--- config.mk ---
export PLATFORM = sky130hd
export DESIGN_NAME = fifo_generic_v2
export DESIGN_NICKNAME = d
export VERILOG_FILES = /design/src/rtl/fifo_generic_v2.sv
export SDC_FILE = /design/constraint.sdc
export NUM_CORES = 1
export LEC_CHECK = 0
export CAP_MARGIN = 0
export CORE_AREA = 2 2 82 84
export CTS_CLUSTER_SIZE = 16
export DETAILED_ROUTE_END_ITERATION = 8
export DIE_AREA = 0 0 84 86
export PLACE_DENSITY = 0.88
export SLEW_MARGIN = 15
export SYNTH_ARGS = -nofsm -noshare
export SYNTH_HDL_FRONTEND = slang
export SYNTH_SLANG_ARGS = --single-unit
--- constraint.sdc ---
create_clock -name clk -period 3.05 [get_ports clk]
set_clock_uncertainty 0.2 [all_clocks]
set_input_delay 0.4575 -clock clk [delete_from_list [all_inputs] [get_ports clk]]
set_output_delay 0.4575 -clock clk [all_outputs]
set_load 0.03 [all_outputs]
--- src/rtl/fifo_generic_v2.sv ---
// -----------------------------------------------------------------------------
// fifo_generic_v2
//
// Single-clock parametrised FIFO. Successor to fifo_generic: same write/read
// and flag interface, plus non-power-of-two depth, an occupancy count, a
// synchronous flush and registered overflow/underflow error pulses.
//
// Build option:
//   FIFO_FWFT_EN defined   : first-word-fall-through, read_data is the head
//                            word shown combinationally from storage.
//   FIFO_FWFT_EN undefined : registered read_data, valid the cycle after an
//                            accepted read (fifo_generic timing).
//
// Ports:
//   clk           rising-edge clock
//   reset         asynchronous active-high reset
//   clk_enable    state advances only while high
//   flush         synchronous clear of pointers and count
//   write         push request, data on write_data
//   read          pop request
//   write_data    push data
//   read_data     pop data (registered or FWFT, see above)
//   empty, full   count == 0 / count == FIFO_DEPTH
//   almost_empty  count <= ALMOSTEMPTY_DEPTH
//   almost_full   count >= FIFO_DEPTH - ALMOSTFULL_DEPTH
//   count         current occupancy
//   overflow      one-cycle pulse after a refused write
//   underflow     one-cycle pulse after a refused read
// -----------------------------------------------------------------------------
module fifo_generic_v2 #(
    parameter int FIFO_DEPTH        = 8,
    parameter int FIFO_DATA_WIDTH   = 8,
    parameter int ALMOSTFULL_DEPTH  = 3,
    parameter int ALMOSTEMPTY_DEPTH = 3,
    localparam int CW = $clog2(FIFO_DEPTH + 1),
    localparam int PW = $clog2(FIFO_DEPTH)
) (
    input  logic                       clk,
    input  logic                       reset,
    input  logic                       clk_enable,
    input  logic                       flush,
    input  logic                       write,
    input  logic                       read,
    input  logic [FIFO_DATA_WIDTH-1:0] write_data,
    output logic [FIFO_DATA_WIDTH-1:0] read_data,
    output logic                       empty,
    output logic                       full,
    output logic                       almost_empty,
    output logic                       almost_full,
    output logic [CW-1:0]              count,
    output logic                       overflow,
    output logic                       underflow
);

    localparam logic [CW-1:0] DEPTH_C = CW'(FIFO_DEPTH);
    localparam logic [CW-1:0] AE_C    = CW'(ALMOSTEMPTY_DEPTH);
    localparam logic [CW-1:0] AF_C    = CW'(FIFO_DEPTH - ALMOSTFULL_DEPTH);
    localparam logic [PW-1:0] LAST_C  = PW'(FIFO_DEPTH - 1);

    // Depth need not be a power of two, so wrap by compare, not truncation.
    function automatic logic [PW-1:0] next_ptr(input logic [PW-1:0] p);
        return (p == LAST_C) ? '0 : p + PW'(1);
    endfunction

    logic [FIFO_DATA_WIDTH-1:0] mem [0:FIFO_DEPTH-1];
    logic [PW-1:0]              wr_ptr;
    logic [PW-1:0]              rd_ptr;
    logic [CW-1:0]              count_q;

    logic active;
    logic rd_acc;
    logic wr_acc;
    logic ovf_req;
    logic unf_req;

    assign count        = count_q;
    assign empty        = (count_q == '0);
    assign full         = (count_q == DEPTH_C);
    assign almost_empty = (count_q <= AE_C);
    assign almost_full  = (count_q >= AF_C);

    // Flush outranks both requests and suppresses their error pulses.
    assign active  = clk_enable && !flush;
    assign rd_acc  = active && read && !empty;
    // A read in the same edge frees a slot, so a write at full still fits.
    assign wr_acc  = active && write && (!full || rd_acc);
    assign ovf_req = active && write && !wr_acc;
    assign unf_req = active && read && !rd_acc;

    // Storage carries data only, so it has no reset.
    always_ff @(posedge clk) begin
        if (wr_acc) begin
            mem[wr_ptr] <= write_data;
        end
    end

    always_ff @(posedge clk or posedge reset) begin
        if (reset) begin
            wr_ptr  <= '0;
            rd_ptr  <= '0;
            count_q <= '0;
        end else if (clk_enable) begin
            if (flush) begin
                wr_ptr  <= '0;
                rd_ptr  <= '0;
                count_q <= '0;
            end else begin
                if (wr_acc) wr_ptr <= next_ptr(wr_ptr);
                if (rd_acc) rd_ptr <= next_ptr(rd_ptr);
                case ({wr_acc, rd_acc})
                    2'b10:   count_q <= count_q + CW'(1);
                    2'b01:   count_q <= count_q - CW'(1);
                    default: count_q <= count_q;
                endcase
            end
        end
    end

    // Error pulses are sampled every edge (not gated by clk_enable) so they
    // last exactly one cycle and fall to zero while the block is disabled.
    logic overflow_p1;
    logic underflow_p1;

    always_ff @(posedge clk or posedge reset) begin
        if (reset) begin
            overflow_p1  <= 1'b0;
            underflow_p1 <= 1'b0;
        end else begin
            overflow_p1  <= ovf_req;
            underflow_p1 <= unf_req;
        end
    end

    assign overflow  = overflow_p1;
    assign underflow = underflow_p1;

`ifdef FIFO_FWFT_EN
    // Head word is visible directly; undefined content while empty.
    assign read_data = mem[rd_ptr];
`else
    // Output stage: captures the head word on the edge that accepts a read.
    logic [FIFO_DATA_WIDTH-1:0] read_data_p1;

    always_ff @(posedge clk or posedge reset) begin
        if (reset) begin
            read_data_p1 <= '0;
        end else if (rd_acc) begin
            read_data_p1 <= mem[rd_ptr];
        end
    end

    assign read_data = read_data_p1;
`endif

endmodule

* Yosys cells after proc, flatten, opt, wreduce, memory -nomap -nowiden
Memories as Yosys holds them, arrays and structs flattened. A register that Yosys moved wholly into a read port is not among the register bits.
Index checks and enable logic that the tools add are counted.
** Cells by class
- Add/sub/neg operators :: 4
- Eq/ne operators :: 5
- Multiplexer cells :: 10
- Magnitude comparators :: 2
- Reductions and logical operators :: 20
** Operators with widths (number)
- 3-bit 2-to-1 mux :: 6
- 4-bit case mux with 2 select lines :: 1
- 1-bit logical AND :: 7
- 3-bit by 1-bit adder with 3-bit output, second input constant :: 2
- 3-bit equality test, second input constant :: 2
- 2-bit AND reduction :: 3
- 1-bit zero test :: 5
- 4-bit by 1-bit adder with 4-bit output, second input constant :: 1
- 4-bit equality test, second input constant :: 1
- 4-bit by 3-bit >= comparator with 1-bit output, second input constant :: 1
- 4-bit by 2-bit <= comparator with 1-bit output, second input constant :: 1
- 4-bit zero test :: 1
- 4-bit 2-to-1 mux :: 1
- 2-bit nonzero test :: 2
- 4-bit by 1-bit subtractor with 4-bit output, second input constant :: 1
- 3-bit nonzero test :: 1
- 2-bit by 1-bit equality test with 1-bit output, second input constant :: 1
- 2-bit equality test, second input constant :: 1
- 1-bit 2-to-1 mux :: 2
- 1-bit logical OR :: 1
** Word-level totals
- Memories kept :: 1
- Bits in writable memories :: 64
- Input port bits :: 14
- Flip-flop bits (word level) :: 12
- Output and inout port bits :: 18
- Word-level logic and storage cells :: 47
** Memories
- mem :: words 8, width 8, rd ports 1, clocked after memory_dff 1, write ports 1, RTL line 65 : logic [FIFO_DATA_WIDTH-1:0] mem [0:FIFO_DEPTH-1];

* Longest topological paths before layout
- Word-level depth :: 9
- Depth in mapped cells :: 8

* Least setup slack after synthesis
No wires, ideal clock.
- Kind :: register to register
- From :: register count_q[0] (netlist: count[0])
- To :: register count_q[3] (netlist: count[3])
- Cell stages (with the launch flop) :: 9
- Arrival time :: 2.271 ns
- Setup time :: 0.139 ns
- Setup slack :: 0.440 ns
- Data required time :: 2.711 ns
- Clock period less this slack :: 2.610 ns
- Cells stage by stage :: dfrtp_1 -> or4_4 -> and4b_4 -> ha_1 -> a21o_1 -> a21oi_1 -> xor2_1 -> o21ai_0 -> o41ai_1
** Between the ends
- Word-level cells in the longest chain between the ends :: 8
- Elaborated cells on any way between the ends :: 15
- Classes of those cells :: add/sub: 2; eq/ne: 3; mux: 2; reduce/logical: 8
** Ends and longest elaborated chain
- from (decl) :: RTL line 68 : logic [CW-1:0] count_q;
- from (signal assigned) :: RTL line 111 : 2'b10: count_q <= count_q + CW'(1);
- from (signal assigned) :: RTL line 112 : 2'b01: count_q <= count_q - CW'(1);
- from (signal assigned) :: RTL line 113 : default: count_q <= count_q;
- 4-bit zero test :: RTL line 77 : assign empty = (count_q == '0);
- 1-bit zero test :: RTL line 84 : assign rd_acc = active && read && !empty;
- 1-bit logical AND :: RTL line 84
- 1-bit logical OR :: RTL line 86 : assign wr_acc = active && write && (!full || rd_acc);
- 1-bit logical AND :: RTL line 86
- 2-bit by 1-bit equality test with 1-bit output / 2-bit equality test (equally long branches) :: RTL line 110 : case ({wr_acc, rd_acc})
- 4-bit case mux with 2 select lines / 3-bit nonzero test (equally long branches)
- 4-bit 2-to-1 mux / 2-bit AND reduction (equally long branches)
Parallel ways exist; a longest one is shown, timed or not.
A chain may end at the register's enable or synchronous reset.

* Final worst setup path
- From :: register count_q[1] (netlist: count[1])
- To :: output port full
** Between the ends
- Word-level cells in the longest chain between the ends :: 1
** Ends and longest elaborated chain
- 4-bit equality test :: RTL line 78 : assign full = (count_q == DEPTH_C);
- to (decl) :: RTL line 47 : output logic full,
Every way passes these cells.

==> parameters.txt <==
Parameter                              Value

Status
  Run status    finished clean

Power
  Final total power    0.003207 W
  Max rail drop VDD    0.0004805 V
  Ratio of total power to cell area    764.1 nW/um2
  Static Leakage    1.541 nW

Floorplanning
  Floorplan die height    86 um
  # rows    29
  Horizontal die dimension    84 um
  Die ar.    7224 um2
  Core Box Area    6277 um2
  # IOs    32
  Initial core utilization    55.39%

Synthesis
  Post-synthesis xor/xnor area fraction    0.7557%
  Post-synth net total    241
  Leading post-synthesis cells by instance count    edfxtp_1 (64), nand2_1 (24), dfrtp_1 (20), nor2_1 (20), mux4_2 (16)
  Multiplexer share of the synthesized area    10.69%
  Average cell area after synthesis    15.80 um2
  Most repeated cell in the gate-level netlist after synthesis    edfxtp_1
  Mapped Area    3477 um2
  Count of flip-flops with a built-in enable after synthesis    64
  Async set or reset register ratio after synthesis    23.81%
  Synth top area cells    edfxtp_1 (55%), dfrtp_1 (14%), mux4_2 (10%), nand2_1 (2.6%), ha_1 (2.2%)
  Share of synthesized cell area in full adder, half adder and majority cells    2.735%
  Count of warnings emitted by yosys    0
  Yosys reg bits    84
  Synthesized-area fraction occupied by ao, oa, aoi and oai cells    6.153%
  Main combinational cell family by area after synthesis    multiplexers
  Register area share after synthesis    69.67%
  Basic-gate share of the synthesized area counting and, or, nand and nor cells    7.845%
  Distinct cell type count of the synthesized netlist    37
  Cell taking the most area after synthesis    edfxtp_1
  Cell count after synthesis    220
  Predominant post-synthesis flop cell    edfxtp_1
  Area fraction of the dominant cell type after synthesis    55.27%

Detailed routing
  Vias    2031
  Number of nets with antenna violations after detailed routing    0
  Post-Route WL    6433 um
  Routed via count divided by cell count    5.786
  Initial detailed-routing violation count    281
  First drt pass iteration count    4
  WL per Instance    18.33 um
  Number of remaining DRC errors    0

Timing
  Unrepaired setup endpoints after global routing    false
  Final Slew Violations    0
  Worst slew slack as a fraction of its limit    50.14%
  Minimum clock period after layout    2.863 ns
  Final setup vio count    0
  Smallest hold slack    0.3426 ns
  Worst Tran Pin Value    0.7471 ns
  Aggregate negative setup slack    0 ns
  Final setup slack of the worst path    0.1866 ns
  Final worst-path cycle share    93.88%
  Number of endpoints with negative hold slack in the final report    0
  Highest clock rate    349.2 MHz

Critical path
  Capturing element type of the critical path    output port
  Critical Path RT    2.39 ns
  Crit Path Max Fanout    9
  Critical path launch point type    flip-flop
  Critical Setup Path Class    flip-flop to output port
  Cells along the critical path    or4b_1 -> inv_1 -> clkdlybuf4s50_1
  Highest cell delay on the worst timing path    0.66 ns
  Cell type of the slowest stage on the worst timing path    clkdlybuf4s50_1
  Crit path DAT    2.21 ns

Clock network
  Number of buffers between clock root and the deepest sink    2
  Post-CTS Hold Buffers    0
  Buffers inserted by post-CTS timing repair    0
  H-tree levels    3
  Buffer type at the clock tree root    clkbuf_8
  Post-CTS sizing    0
  Number of clock sinks    84
  Clk Latency, worst-skew pair    0.34 ns
  CTS tree    built
  CTS Buf Count    9
  Clock transition time at the flip-flop clock pins of the worst setup and hold paths    0.08 ns

Job
  Maxcap violations    0

GRT
  Initial antenna violation count    0
  Global-route wire length before repair    10200 um
  Global-route usage over all layers    19.12%
  Number of global-route vias before repair    2010
  Pin count of the biggest net entering global routing    21
  Total congestion overflow    0

Final layout
  Nets@finish    290
  Post-Layout Inst Area    4197 um2
  Antenna diode count    0
  Area growth syn-to-layout    20.69%
  Fraction of final layout cells with drive strength greater than 1    18.98%

Placement
  Estimated wirelength of the detail-placed design    4550 um
  Buffers on Ports    31
  Worst slack at placement    0.2145 ns
  Placed inst area    3966 um2
  Routability cong.    0.7806

Min path
  Worst min-delay path category    primary input to asynchronous set/reset pin
-- layout make-up --
type / instances / area (um2)
Clock buffer: 9 / 123.9
Clock inverter: 7 / 106.4
Fill cell: 439 / 2081
Inverter: 8 / 30.03
Multi-Input combinational cell: 118 / 979.7
Sequential cell: 84 / 2422
Tap cell: 77 / 96.34
Timing Repair Buffer: 48 / 437.9
-- power breakdown --
part | switching, W | total (W) | internal [W]
Sequential | 0.0000705 | 0.00140 | 0.00133
Combinational | 0.000497 | 0.000928 | 0.000431
Clock | 0.000407 | 0.000882 | 0.000475
Total | 0.000974 | 0.00321 | 0.00223
-- logic make-up after synthesis --
family                   count (synthesis)
adder cells (fa/ha/maj)                  7
buffers and inverters                   18
XOR/XNOR                                 3
flip-flops                              84
AO/OA/AOI/OAI                           32
AND/OR/NAND/NOR                         59
multiplexers                            17
-- registers in the layout (all words and copies together), names as in the netlist --
| name | count |
|---|---|
| count | 4 |
| mem | 64 |
| overflow | 1 |
| rd_ptr | 3 |
| read_data | 8 |
| underflow | 1 |
| wr_ptr | 3 |
-- final timing paths --
path,to,cells past startpoint,startpoint,slack [ns]
setup / recovery,full,3,count[1],0.19
setup reg to reg,count[3],8,count[1],0.42
hold reg to reg,read_data[5],2,read_data[5],0.35
max in group asynchronous,rd_ptr[1],2,reset,1.84
hold / removal,read_data[6],2,reset,0.34
min in group clk,read_data[5],2,read_data[5],0.35
-- layer usage --
layer / up-vias / part of all wire (%) / global-route usage, %
met3: 4 / 4.8 / 3.754
li1: 946 / - / -
met4: 0 / 0.42 / 8.944
met5: - / 0 / 0
met1: 1011 / 42 / 24.77
met2: 70 / 52 / 31.64
-- critical path, delay by kind of cell, from the launching register on --
family / cells / cell delay (ns)
buf+inv: 2 / 0.74
flops: 1 / 0.49
simple gates: 1 / 0.62
-- placed cells by master, fill, tap and decap left out, types with 2 or more instances in the layout --
cell / n
a21oi_1: 3
a22o_1: 3
a22oi_1: 3
a31oi_1: 8
and3_1: 3
buf_4: 17
bufinv_16: 2
clkbuf_8: 9
clkdlybuf4s50_1: 31
clkinv_4: 2
dfrtp_1: 20
edfxtp_1: 64
ha_1: 6
inv_1: 7
inv_6: 2
mux4_2: 16
nand2_1: 24
nand2b_1: 2
nor2_1: 20
nor3_1: 4
o21ai_0: 4
o22ai_1: 5
xor2_1: 2
-- per-stage QoR --
stage / cells / util [%]
after detailed placement: 335 / 63.19
after global placement: 335 / 63.19
final: 351 / 66.85
after floorplan: 220 / -
after global routing: 351 / 66.85
after CTS: 351 / 66.85
No activity file was read; power rests on OpenSTA's default activity.
